## config.mk

```make
export PLATFORM = sky130hd
export DESIGN_NAME = rainbow_walk_ctrl
export DESIGN_NICKNAME = d
export VERILOG_FILES = /design/src/rtl/rainbow_walk_ctrl.sv
export SDC_FILE = /design/constraint.sdc
export NUM_CORES = 1
export LEC_CHECK = 0
export CORE_MARGIN = 1.5
export CORE_UTILIZATION = 56
export DETAILED_ROUTE_END_ITERATION = 10
export PLACE_DENSITY = 0.81
export SLEW_MARGIN = 20
export SYNTH_ARGS = -nofsm -noshare
export SYNTH_HDL_FRONTEND = slang
export SYNTH_SLANG_ARGS = --single-unit
export TNS_END_PERCENT = 100
```

## constraint.sdc

```tcl
create_clock -name clk -period 4.8 [get_ports clk]
set_input_delay 1.44 -clock clk [delete_from_list [all_inputs] [get_ports clk]]
set_output_delay 1.44 -clock clk [all_outputs]
set_load 0.1 [all_outputs]
```

## src/rtl/rainbow_walk_ctrl.sv

```systemverilog
// rtl/rainbow_walk_ctrl.sv - six-phase RGB hue walk sequencer with frame-synchronous snapshot handshake.
// Define RAINBOW_OVERRUN_CNT_EN to add the saturating overrun_cnt output.
module rainbow_walk_ctrl #(
  parameter int CH_W  = 4,
  parameter int DIV_W = 20
) (
  input  logic              clk,
  input  logic              rst_n,
  input  logic              start,
  input  logic              stop,
  input  logic              step_req,
  input  logic              dir,
  input  logic [DIV_W-1:0]  rate,
  input  logic              frame_start,
  output logic [3*CH_W-1:0] color,
  output logic              color_valid,
  input  logic              color_ready,
  output logic              busy,
  output logic [2:0]        phase
`ifdef RAINBOW_OVERRUN_CNT_EN
  ,
  output logic [7:0]        overrun_cnt
`endif
);

  localparam logic [CH_W-1:0]  MAX     = {CH_W{1'b1}};
  localparam logic [CH_W-1:0]  CH_ONE  = CH_W'(1);
  localparam logic [DIV_W-1:0] DIV_ONE = DIV_W'(1);

  typedef enum logic [1:0] {IDLE, RUN, PAUSE} state_t;

  typedef struct packed {
    logic [2:0]      ph;
    logic [CH_W-1:0] r;
    logic [CH_W-1:0] g;
    logic [CH_W-1:0] b;
  } hue_t;

  localparam hue_t HUE_RST = {3'd0, MAX, {CH_W{1'b0}}, {CH_W{1'b0}}};

  state_t           state;
  hue_t             hue;
  hue_t             hue_nx;
  logic [DIV_W-1:0] cnt;
  logic             tick;
  logic             do_step;
  logic             go_idle;
  logic             overrun;

  function automatic logic [2:0] ph_inc(input logic [2:0] p);
    return (p == 3'd5) ? 3'd0 : p + 3'd1;
  endfunction

  function automatic logic [2:0] ph_dec(input logic [2:0] p);
    return (p == 3'd0) ? 3'd5 : p - 3'd1;
  endfunction

  function automatic logic [CH_W-1:0] chan_of(input hue_t h, input logic [2:0] p);
    logic [CH_W-1:0] v;
    case (p)
      3'd1, 3'd4: v = h.r;
      3'd2, 3'd5: v = h.b;
      default:    v = h.g;
    endcase
    return v;
  endfunction

  // If the active channel already sits at the value this direction heads for
  // (boundary state, or just after a dir flip), the step belongs to the neighbouring phase.
  function automatic hue_t hue_step(input hue_t h, input logic rev);
    hue_t            n;
    logic [2:0]      e;
    logic            rise;
    logic [CH_W-1:0] tgt;
    logic [CH_W-1:0] v;
    n    = h;
    e    = h.ph;
    rise = ~e[0] ^ rev;
    tgt  = rise ? MAX : '0;
    if (chan_of(h, e) == tgt) begin
      e    = rev ? ph_dec(e) : ph_inc(e);
      rise = ~e[0] ^ rev;
      tgt  = rise ? MAX : '0;
    end
    v    = rise ? chan_of(h, e) + CH_ONE : chan_of(h, e) - CH_ONE;
    n.ph = (v == tgt) ? (rev ? ph_dec(e) : ph_inc(e)) : e;
    case (e)
      3'd1, 3'd4: n.r = v;
      3'd2, 3'd5: n.b = v;
      default:    n.g = v;
    endcase
    return n;
  endfunction

  always_comb begin
    tick    = (state == RUN) && (cnt >= rate);
    go_idle = (state == PAUSE) && stop && !start;
    do_step = (state == RUN) ? (tick && !stop) : (step_req && !start && !stop);
    overrun = frame_start && color_valid && !color_ready;
    hue_nx  = hue;
    if (go_idle)
      hue_nx = HUE_RST;
    else if (do_step)
      hue_nx = hue_step(hue, dir);
  end

  assign phase = hue.ph;

  always_ff @(posedge clk or negedge rst_n) begin
    if (!rst_n) begin
      state       <= IDLE;
      busy        <= 1'b0;
      hue         <= HUE_RST;
      cnt         <= '0;
      color       <= '0;
      color_valid <= 1'b0;
    end else begin
      case (state)
        IDLE: begin
          if (start && !stop) begin
            state <= RUN;
            busy  <= 1'b1;
          end
        end
        RUN: begin
          if (stop) begin
            state <= PAUSE;
            busy  <= 1'b0;
          end
        end
        PAUSE: begin
          // start and stop together cancel each other: remain paused
          if (go_idle) begin
            state <= IDLE;
          end else if (start && !stop) begin
            state <= RUN;
            busy  <= 1'b1;
          end
        end
        default: begin
          state <= IDLE;
          busy  <= 1'b0;
        end
      endcase

      cnt <= (state == RUN && !stop && !tick) ? cnt + DIV_ONE : '0;
      hue <= hue_nx;

      if (frame_start) begin
        color       <= {hue_nx.r, hue_nx.g, hue_nx.b};
        color_valid <= 1'b1;
      end else if (color_valid && color_ready) begin
        color_valid <= 1'b0;
      end
    end
  end

`ifdef RAINBOW_OVERRUN_CNT_EN
  always_ff @(posedge clk or negedge rst_n) begin
    if (!rst_n)
      overrun_cnt <= 8'd0;
    else if (go_idle)
      overrun_cnt <= 8'd0;
    else if (overrun && overrun_cnt != 8'hFF)
      overrun_cnt <= overrun_cnt + 8'd1;
  end
`endif

endmodule

```

Word-level counts from Yosys, hierarchy flattened
Cells that the tools add are included.

cells by class
  reductions and logical operators = 24
  divide/modulo/power cells = 0
  magnitude comparators = 1
  add/subtract/negate cells = 7
  multiply operators = 0
  eq/ne operators = 14
  shift operators = 0
  bitwise logic cells = 4
  multiplexer cells = 42

operators with widths
  operator                                                                number
  4-bit two-way mux                                                       13
  15-bit two-way mux                                                      2
  3-bit two-way mux                                                       10
  20-bit by 1-bit adder with 20-bit output (second input constant)        1
  20-bit >= comparator                                                    1
  20-bit two-way mux                                                      1
  4-bit case mux with 2 select lines                                      2
  3-bit equality test (second input constant)                             4
  1-bit logical AND                                                       10
  1-bit two-way mux                                                       9
  4-bit equality test                                                     2
  2-bit OR reduction                                                      4
  3-bit by 1-bit adder with 3-bit output (second input constant)          2
  3-bit by 1-bit equality test with 1-bit output (second input constant)  2
  3-bit by 2-bit equality test with 1-bit output (second input constant)  2
  3-bit logical NOT                                                       2
  2-bit two-way mux                                                       3
  2-bit case mux with 3 select lines                                      1
  3-bit by 1-bit subtractor with 3-bit output (second input constant)     2
  4-bit by 1-bit adder with 4-bit output (second input constant)          1
  2-bit inequality test (second input constant)                           2
  2-bit nonzero test                                                      2
  4-bit OR reduction                                                      1
  4-bit by 1-bit subtractor with 4-bit output (second input constant)     1
  other kinds (8)                                                         12

word-level totals
  memory bits (read-only) = 0
  word-level logic and storage cells = 101
  bits in registers = 51
  memories = 0
  bits in latches = 0
  input port bits = 28
  bits in writable memories = 0
  output and inout port bits = 17

Depth between registers and ports, before layout
Gate-level depths: netlist of the first run.

  word-level depth = 21
  mapped depth = 20
  depth with buffers taken out = 16

Worst setup path before layout of the first run
No wires, ideal clock.

  path type = input to register
  from = in dir
  to = reg hue (netlist bit phase[1])
  arrival = 4.686 ns
  data required time = 4.721 ns
  path buffers = 3
  stages = 18
  setup time = 0.079 ns
  path slack = 0.035 ns
  cell sequence = buf_1 xor2_1 a21oi_1 and4_1 clkbuf_2 o21a_1 or3_1 buf_2 nor2_2 a221o_1 inv_1 fa_1 xor2_1 nand3_1 o21ai_1 nand2_1 mux2_1 mux2i_1

on the way
  cells in the longest elaborated chain, start to end = 17

ends and longest elaborated chain
  element                                                                                                       RTL line  source
  start: declaration                                                                                            12        input logic dir,
  1-bit bitwise XOR                                                                                             78        rise = ~e[0] ^ rev;
  4-bit two-way mux                                                                                             79        tgt = rise ? MAX : '0;
  4-bit equality test                                                                                           80        if (chan_of(h, e) == tgt) begin
  3-bit two-way mux                                                                                             80
  3-bit two-way mux                                                                                             103       else if (do_step)
  3-bit two-way mux                                                                                             101       if (go_idle)
  3-bit equality test (tied with other cells)                                                                   51, 60
  2-bit OR reduction                                                                                            60        case (p)
  4-bit case mux with 2 select lines                                                                            60
  4-bit two-way mux                                                                                             103
  4-bit two-way mux                                                                                             101
  4-bit by 1-bit subtractor with 4-bit output / 4-bit by 1-bit adder with 4-bit output (equally long branches)  85        v = rise ? chan_of(h, e) + CH_ONE : chan_of(h, e) - CH_ONE;
  4-bit two-way mux                                                                                             85
  4-bit equality test                                                                                           86        n.ph = (v == tgt) ? (rev ? ph_dec(e) : ph_inc(e)) : e;
  3-bit two-way mux (*)                                                                                         86
  15-bit two-way mux (*)                                                                                        103
  15-bit two-way mux (*)                                                                                        101
  end signal: assignment                                                                                        147       hue <= hue_nx;
  end: declaration                                                                                              42        hue_t hue;

Every way passes the cells marked *; elsewhere a longest branch is shown, timed or not. The select of a mux whose other input is x is not followed.
A chain may end at the register's enable or synchronous reset.

Worst setup path after layout of the first run
Ends and elaborated chain as after synthesis.

==> impl_summary.md, run 1 <==
Global routing
The aggregate global routing overflow is 0. In the global route stage, overall resource usage came out at 26.1%. Global routing consumed, on the met3 layer, 4.40% of the routing resources. The maximum number of pins on one net before global-route repair is 52. The number of global-route vias before repair is 2973. The number of antenna violations at the first check in global routing is 0.

Global routing consumed, on the met2 layer, 44.3% of the routing resources. The global routing's busiest layer is met2. The routing usage on met1 is 35.1%. The first-pass GRT wire length is 13.6 mm.

Power and ir drop
The ratio of total power to cell area is 738 nW/um^2. Summed over all nets, the switching power comes to 0.00157 W. The fraction of power spent switching nets is 49.4%. The fraction of power consumed by combinational cells is 69.9%. The leakage dissipation is 2.03 nW. VDD sags by at most 0.716 mV. Internal power comes to 0.00161 W.

In this run, flip-flops and latches consume 20.5% of the power. The clock network is responsible for 9.6% of the overall power.

Final layout
The number of antenna diodes in the final layout is 0. The layout overhead on the synthesized area is 20.7%. After the flow finishes, the layout carries non-filler instances totaling 528. The fraction of layout cells with a size suffix above 1 is 12.6%.

The net count reported at finish is 504. The final core utilization is 71.4%.

Critical path
Of all nets on the critical path, the largest fanout is 6. The worst register-to-register path has a depth of 17. The critical register-to-register path startpoint is phase[2]. Data arrives at the worst endpoint at 4830 ps. At the worst endpoint, the required time is 5030 ps. The category of the worst setup path capture point is a flip-flop. The critical path is of the primary input to flip-flop type.

The nature of the critical path startpoint is a primary input. For flop-to-flop paths, the worst setup slack is 410 ps. The endpoint identified for the worst register-to-register timing path is phase[1].

Clock network
The buffers inserted during post-CTS setup optimization is 0. The number of H-tree levels is 2. The clock passes through at most 2 buffers. The CTS root buffer is clkbuf_8. The number of clock buffers added by TritonCTS is 5.

The TritonCTS clock tree is built. Hold repair after CTS inserted 0 buffers. The TritonCTS sink count is 51. The clock-pin slew reported for the worst setup and hold paths after clock tree synthesis is 110 ps.

The insertion delay to the later sink of the worst-skew pair is 310 ps.

Timing
Of the available clock period, the critical path in the final layout requires 95.8%. The maximum clock skew at final layout is 17.1 ps. The minimum hold slack is 507 ps.

In this run the tightest slew margin relative to its limit is 33.1%. The number of hold violations in the final report is 0. The final number of max-transition violations was 0.

The routed design could run at a clock period as short as 4600 ps. The timing-limited maximum frequency is 0.217 GHz. Setup repair after global routing left no endpoint under its margin.

For the pin with the worst max-slew slack, the measured transition is 1000 ps. The final-report setup violation count is 0.

Detailed routing
The number of vias per cell after detailed routing is 5.76. In this run the remaining antenna-violating nets after routing total 0. The detailed router's first-iteration violation count is 153. The first detailed-routing pass took 4 iterations. The detailed-route DRC error count is 0.

The total number of vias is 3041. The routed wire length is 8.03 mm. In the final routed layout, each cell accounts on average for 15.2 um.

Synth
The mapped netlist covers 3560 um^2. The synthesized design spends more area on one cell type than any other, namely dfrtp_1. In this run, synthesis produced a sequential element count of 51. The count of warnings emitted by yosys is 0. The number of cells produced by synthesis is 403.

The share of synthesized area in the top cell type comes to 33.0%. The number of enable flip-flop cells after synthesis is 0. In the synthesized netlist the async set-or-reset flop fraction comes to 100%. The most used flip-flop cell after synthesis is dfrtp_1. Sorting the synthesized cells by area gives the leading types as dfrtp_1 33%, ha_1 8.1%, nor2_1 4.7%. The share of the yosys chip area belonging to registers is 36.0%.

In this run, distinct cell masters in the synthesized netlist total 63. The average footprint of a synthesized cell is 8.84 um^2. The net count after synthesis is 455.

Floorplan
In this run the horizontal extent of the chip is 82.8 um. The cell row count is 28. The total core area is 6030 um^2. The die is 82.8 um tall. For this design the top-level I/O count stands at 45. The initial utilization of the core area, before any placement, comes to 59.1%. The floorplan step defined a die boundary enclosing 6850 um^2.

Placed design
The detailed-placement wirelength estimate is 6.13 mm. The final weighted congestion in routability-driven placement is 0.888. Input and output buffers added on the ports amount to 44. The number of instances in the placed design is 520.

Run
The tool flagged a number of max-cap violations equal to 0.

Outcome
The flow ran to the end, and the final reports show no timing, DRC or antenna violations.

Min path
The startpoint identified for the worst hold timing path is color[3]. Along the worst hold path, the cell count comes to 1. The type of the worst min-delay path is flip-flop to flip-flop. The worst min-delay path endpoint is color[3].
==> worst max-delay path, stage by stage <==
cell and delay, ps:
dlygate4sd2_1 340, xor2_2 210, a21oi_1 80, and4_2 300, o21a_1 220, or3_4 380
nor2_2 120, a221o_1 170, inv_1 60, fa_1 430, xnor2_1 260, nand4_1 160
o21ai_2 100, nand2_1 100, mux2_1 320, mux2i_1 140
==> cell usage after synthesis (3+ instances only) <==
cell type,count
nor2b_1,3
nand4_1,6
mux2i_1,9
nor3_1,5
nand2_1,30
dfstp_2,4
o211ai_1,5
o21a_1,4
a211oi_1,3
o21ai_1,4
or4b_1,3
o311a_1,3
nand3_1,17
o2bb2ai_1,3
buf_2,3
inv_1,37
and3_1,11
mux2_2,7
a31oi_1,6
o21ai_0,10
ha_1,23
xor2_1,16
xnor2_1,9
a21o_1,7
clkbuf_1,12
nand2b_1,4
dfrtp_1,47
or3_1,5
a21oi_1,17
nor2_1,45
buf_4,6
==> cell usage in the layout, fill, tap and decap left out, types with 15 or more instances in the layout <==
cell type        instances
buf_4                   23
dfrtp_1                 46
clkdlybuf4s50_1         42
nand3_1                 17
ha_1                    23
a21oi_1                 17
nand2_1                 30
nor2_1                  45
inv_1                   37
xor2_1                  15
==> power by group through the flow <==
stage	combinational, W	sequential, W	clock [W]
finish	0.00222	0.000650	0.000306
global route	0.00239	0.000666	0.000328
CTS	0.00221	0.000649	0.000318
detailed placement	0.00210	0.000656	0
global placement	0.00205	0.000651	0
floorplan	0.00115	0.000942	0
==> area by class of cell <==
class	count	area [um^2]
multi-input combinational	291	2070
tap	75	93.8
inverter	37	139
clock inverter	3	46.3
timing repair buffer	66	602
clock buffer	5	68.8
fill	474	1730
sequential	51	1280
==> flip-flops by register name, indices dropped and copies added (netlist names) <==
signal	cells
cnt	20
color	12
hue	12
phase	3
state	2
busy	1
color_valid	1
==> how the worst max path moves through the flow <==
stage                       start  slack [ps]        to  depth (start not counted)
final                         dir         200  phase[1]                         16
after global routing          dir         0.7  phase[1]                         16
after CTS                 rate[0]         210  color[2]                         14
after detailed placement      dir        -480  phase[1]                         16
after global placement        dir        -310  phase[1]                         16
after floorplan               dir          40  phase[1]                         18
==> logic make-up after synthesis <==
| kind of cell | synth area share (%) |
|---|---|
| flops | 36.0 |
| mux | 5.06 |
| xor+xnor | 7.06 |
| simple gates | 19.8 |
| fa+ha+maj | 8.64 |
| buf+inv | 7.41 |
| compound gates | 16.1 |
==> per-layer routing <==
metal  vias up  part of all wire (%)
met3         5                   3.6
met2        52                    49
met5         -                     0
met4         0                  0.63
li1       1501                     -
met1      1483                    47
==> through the flow <==
stage	setup TNS [ps]	area [um^2]	worst slack, ps	total power, W
final	0	4300	199	0.00317
after floorplan	0	3560	35.1	0.00209
after CTS	0	4290	213	0.00317
after detailed placement	-4140	4130	-484	0.00276
after global routing	0	4300	0.732	0.00339
after global placement	-2170	4130	-306	0.00270
==> what timing repair did <==
action / 4_1_cts / 5_1_grt
setup endpoints to repair: 7 / 1
resized for setup: 8 / 3
endpoints found under the hold margin: 0 / 0
Power figures use the tool's default switching activity.
==> run 2: changes to the inputs <==
--- a/config.mk
+++ b/config.mk
@@ -9,5 +9,5 @@
 export CORE_UTILIZATION = 56
 export DETAILED_ROUTE_END_ITERATION = 10
-export PLACE_DENSITY = 0.81
+export PLACE_DENSITY_LB_ADDON = 0.3
 export SLEW_MARGIN = 20
 export SYNTH_ARGS = -nofsm -noshare
==> constraint.sdc (replaced) <==
create_clock -name clk -period 4.7 [get_ports clk]
set_input_delay 1.175 -clock clk [delete_from_list [all_inputs] [get_ports clk]]
set_output_delay 1.175 -clock clk [all_outputs]
set_load 0.1 [all_outputs]
==> run 2 against run 1 <==
Combinational power is 3% higher; clock skew is 9.8 ps lower; non-clock buffer count shrank 1; die area unchanged; worst setup slack better by 120 ps; final cell count fell by 0.19%.
==> impl_summary.md, run 2 (same netlist as run 1, synthesis figures left out) <==
Floorplan
The die width is 82.8 um (unchanged). The total core area is 6030 um^2 (unchanged). The vertical extent of the die was 82.8 um (unchanged). The count of boundary I/O pins is 45 (unchanged). The die footprint came to 6850 um^2 (unchanged). The cell row count is 28 (unchanged). The effective utilization at floorplan came to 59.1% (unchanged).

Global routing
The number of antenna violations at the first check in global routing came to 0 (unchanged). The maximum number of pins on one net before global-route repair came to 52 (unchanged). The global router's overall resource usage is 25.3% (was 26.1%).

The aggregate global routing overflow came to 0 (unchanged). The number of global-route vias before repair is 2826 (was 2973). The first-pass GRT wire length came to 13.2 mm (was 13.6 mm).

Clock network
The count of instances resized after the clock tree is built came to 0 (was 8). The TritonCTS sink count came to 51 (unchanged). The CTS root buffer is clkbuf_8 (unchanged). The insertion delay to the later sink of the worst-skew pair is 300 ps (was 310 ps). The number of H-tree levels is 2 (unchanged). The clock-pin slew reported for the worst setup and hold paths after clock tree synthesis came to 90 ps (was 110 ps). The TritonCTS clock tree was built (unchanged). The maximum count of clock buffers along a single path came to 2 (unchanged). The buffers inserted during post-CTS setup optimization was 0 (unchanged). The CTS buffer count came to 5 (unchanged). The count of hold-fix buffers inserted at cts was 0 (unchanged).

Detailed routing
The residual antenna-violating net count after detailed routing is 0 (unchanged). The final routed wire length divided by cell count was 14.9 um (was 15.2 um). The routed wire length is 7.87 mm (was 8.03 mm).

The number of detailed-routing iterations run before antenna repair was 4 (unchanged). The detailed-route DRC error count is 0 (unchanged). The number of vias per cell after detailed routing is 5.73 (was 5.76).

The detailed router's first-iteration violation count came to 149 (was 153). The total number of vias is 3022 (was 3041).

Critical path
The nature of the critical path startpoint is a flip-flop (was primary input). The required time reported for the critical path endpoint is 4930 ps (was 5030 ps). The depth of the worst register-to-register path is 16 (was 17). The kind of critical path is flip-flop to flip-flop (was primary input to flip-flop). The reg-to-reg setup timing slack is 320 ps (was 410 ps). The peak fanout along the critical path was 16 (was 6). The arrival time at the worst endpoint was 4610 ps (was 4830 ps). The category of the worst setup path capture point is a flip-flop (unchanged).

Power and ir drop
The sequential group share of total power is 20.4% (was 20.5%). The cell-internal power is 0.00166 W (was 0.00161 W). The worst vdd rail ir drop is 0.798 mV (was 0.716 mV).

The leakage dissipation was 2.04 nW (was 2.03 nW). The ratio of total power to cell area is 760 nW/um^2 (was 738 nW/um^2). The net switching power of the design came to 0.00159 W (was 0.00157 W). The fraction of power spent switching nets is 49.0% (was 49.4%). The clock share of power is 9.3% (was 9.6%). The fraction of power consumed by combinational cells is 70.4% (was 69.9%).

Final layout
The number of antenna cells inserted is 0 (unchanged). The net count reported at finish is 503 (was 504). The final core utilization came to 71.0% (was 71.4%).

The layout overhead on the synthesized area is 20.1% (was 20.7%). The most common cell after layout, fill and taps aside is dfrtp_1 (unchanged). The register bank with the most flops is cnt (unchanged).

The fraction of layout cells with a size suffix above 1 came to 11.7% (was 12.6%). The number of flip-flops under the largest register name is 20 (unchanged). Highest-count cells in the layout ignoring fill and taps: 47 x dfrtp_1, 45 x nor2_1, 42 x clkdlybuf4s50_1 (was 46 x dfrtp_1, 45 x nor2_1, 42 x clkdlybuf4s50_1). Registers with the most flip-flops: cnt x20, color x12, hue x12 (unchanged).

Timing
The number of hold violations in the final report is 0 (unchanged). The actual slew at the worst max-slew pin came to 994 ps (was 1000 ps). The final-layout setup total negative slack came to 0 ps (unchanged). The worst slew margin relative to its limit is 33.5% (was 33.1%). The final number of max-transition violations came to 0 (unchanged). The final-report setup violation count is 0 (unchanged). The shortest period the worst path allows is 4380 ps. The post-route fraction of the period consumed by the critical path is 93.2%. The timing-limited maximum frequency is 0.228 GHz. The maximum clock skew at final layout is 7.35 ps (was 17.1 ps). The minimum hold slack is 501 ps (was 507 ps). Setup repair after global routing missed its margin: false (unchanged).

Min path
The number of cells on the worst hold path is 1 (unchanged). The type of the worst min-delay path was flip-flop to flip-flop (unchanged).

Run
The number of max-cap violations was 0 (unchanged).

Placed design
The detailed-placement wirelength estimate is 5.94 mm (was 6.13 mm). The final weighted congestion in routability-driven placement is 0.944 (was 0.888). The quantity of I/O buffers inserted on ports came to 44 (unchanged).

Outcome
Run status: complete, no violations (unchanged).
run 2: cell count changes in the layout (fill, tap and decap cells not counted), sizes merged:
cell          change
buf               -1
clkinv            +2
clkinvlp          -1
dlygate4sd2       -1
dlymetal6s2s      +1
inv               -1
run 2: final cells by class:
cell class / count / area [um^2]
clock buffer: 5 / 68.8
clock inverter: 3 / 43.8
fill: 475 / 1750
inverter: 37 / 139
multi-input combinational: 291 / 2050
sequential: 51 / 1280
tap: 75 / 93.8
timing repair buffer: 65 / 596
run 2: power groups by stage:
stage	combinational, W	sequential [W]	clock (W)
after floorplan	0.00118	0.000962	0
after global placement	0.00212	0.000664	0
after detailed placement	0.00217	0.000669	0
after CTS	0.00219	0.000662	0.000308
after global routing	0.00244	0.000679	0.000326
final	0.00229	0.000663	0.000301
run 2: path summary, 6_finish.rpt:
check / start / end
max: phase[0] / phase[1]
min: color[3] / color[3]
max reg2reg: phase[0] / phase[1]
min reg2reg: color[3] / color[3]
max in group asynchronous: rst_n / color[3]
min in group asynchronous: rst_n / cnt[12]
run 2: critical path: stages, from the launching register on:
cell	delay [ps]
dfrtp_1	650
xnor2_1	250
or3_1	380
and3_1	250
and4_1	240
o21a_1	220
or3_4	380
and2_0	180
a221o_1	300
inv_1	90
fa_1	460
inv_1	100
nand4_1	120
o21ai_2	110
nand2_1	100
mux2_1	320
mux2i_1	140
run 2: layer usage:
layer | global-route usage (%) | routed length [um] | share of wire (%)
met5 | 0 | 0 | 0
met2 | 41.3 | 3750 | 48
met1 | 35.0 | 3710 | 47
met3 | 4.07 | 326 | 4.1
met4 | 6.83 | 77 | 0.98
run 2: metrics by stage:
step                      setup WS [ps]  cell area [um^2]  power, W  cells
after global routing               81.8              4280   0.00345    527
after floorplan                     200              3560   0.00214    403
after CTS                          62.9              4240   0.00316    527
final                               322              4280   0.00325    527
after global placement            -85.0              4120   0.00279    519
after detailed placement           -225              4120   0.00284    519
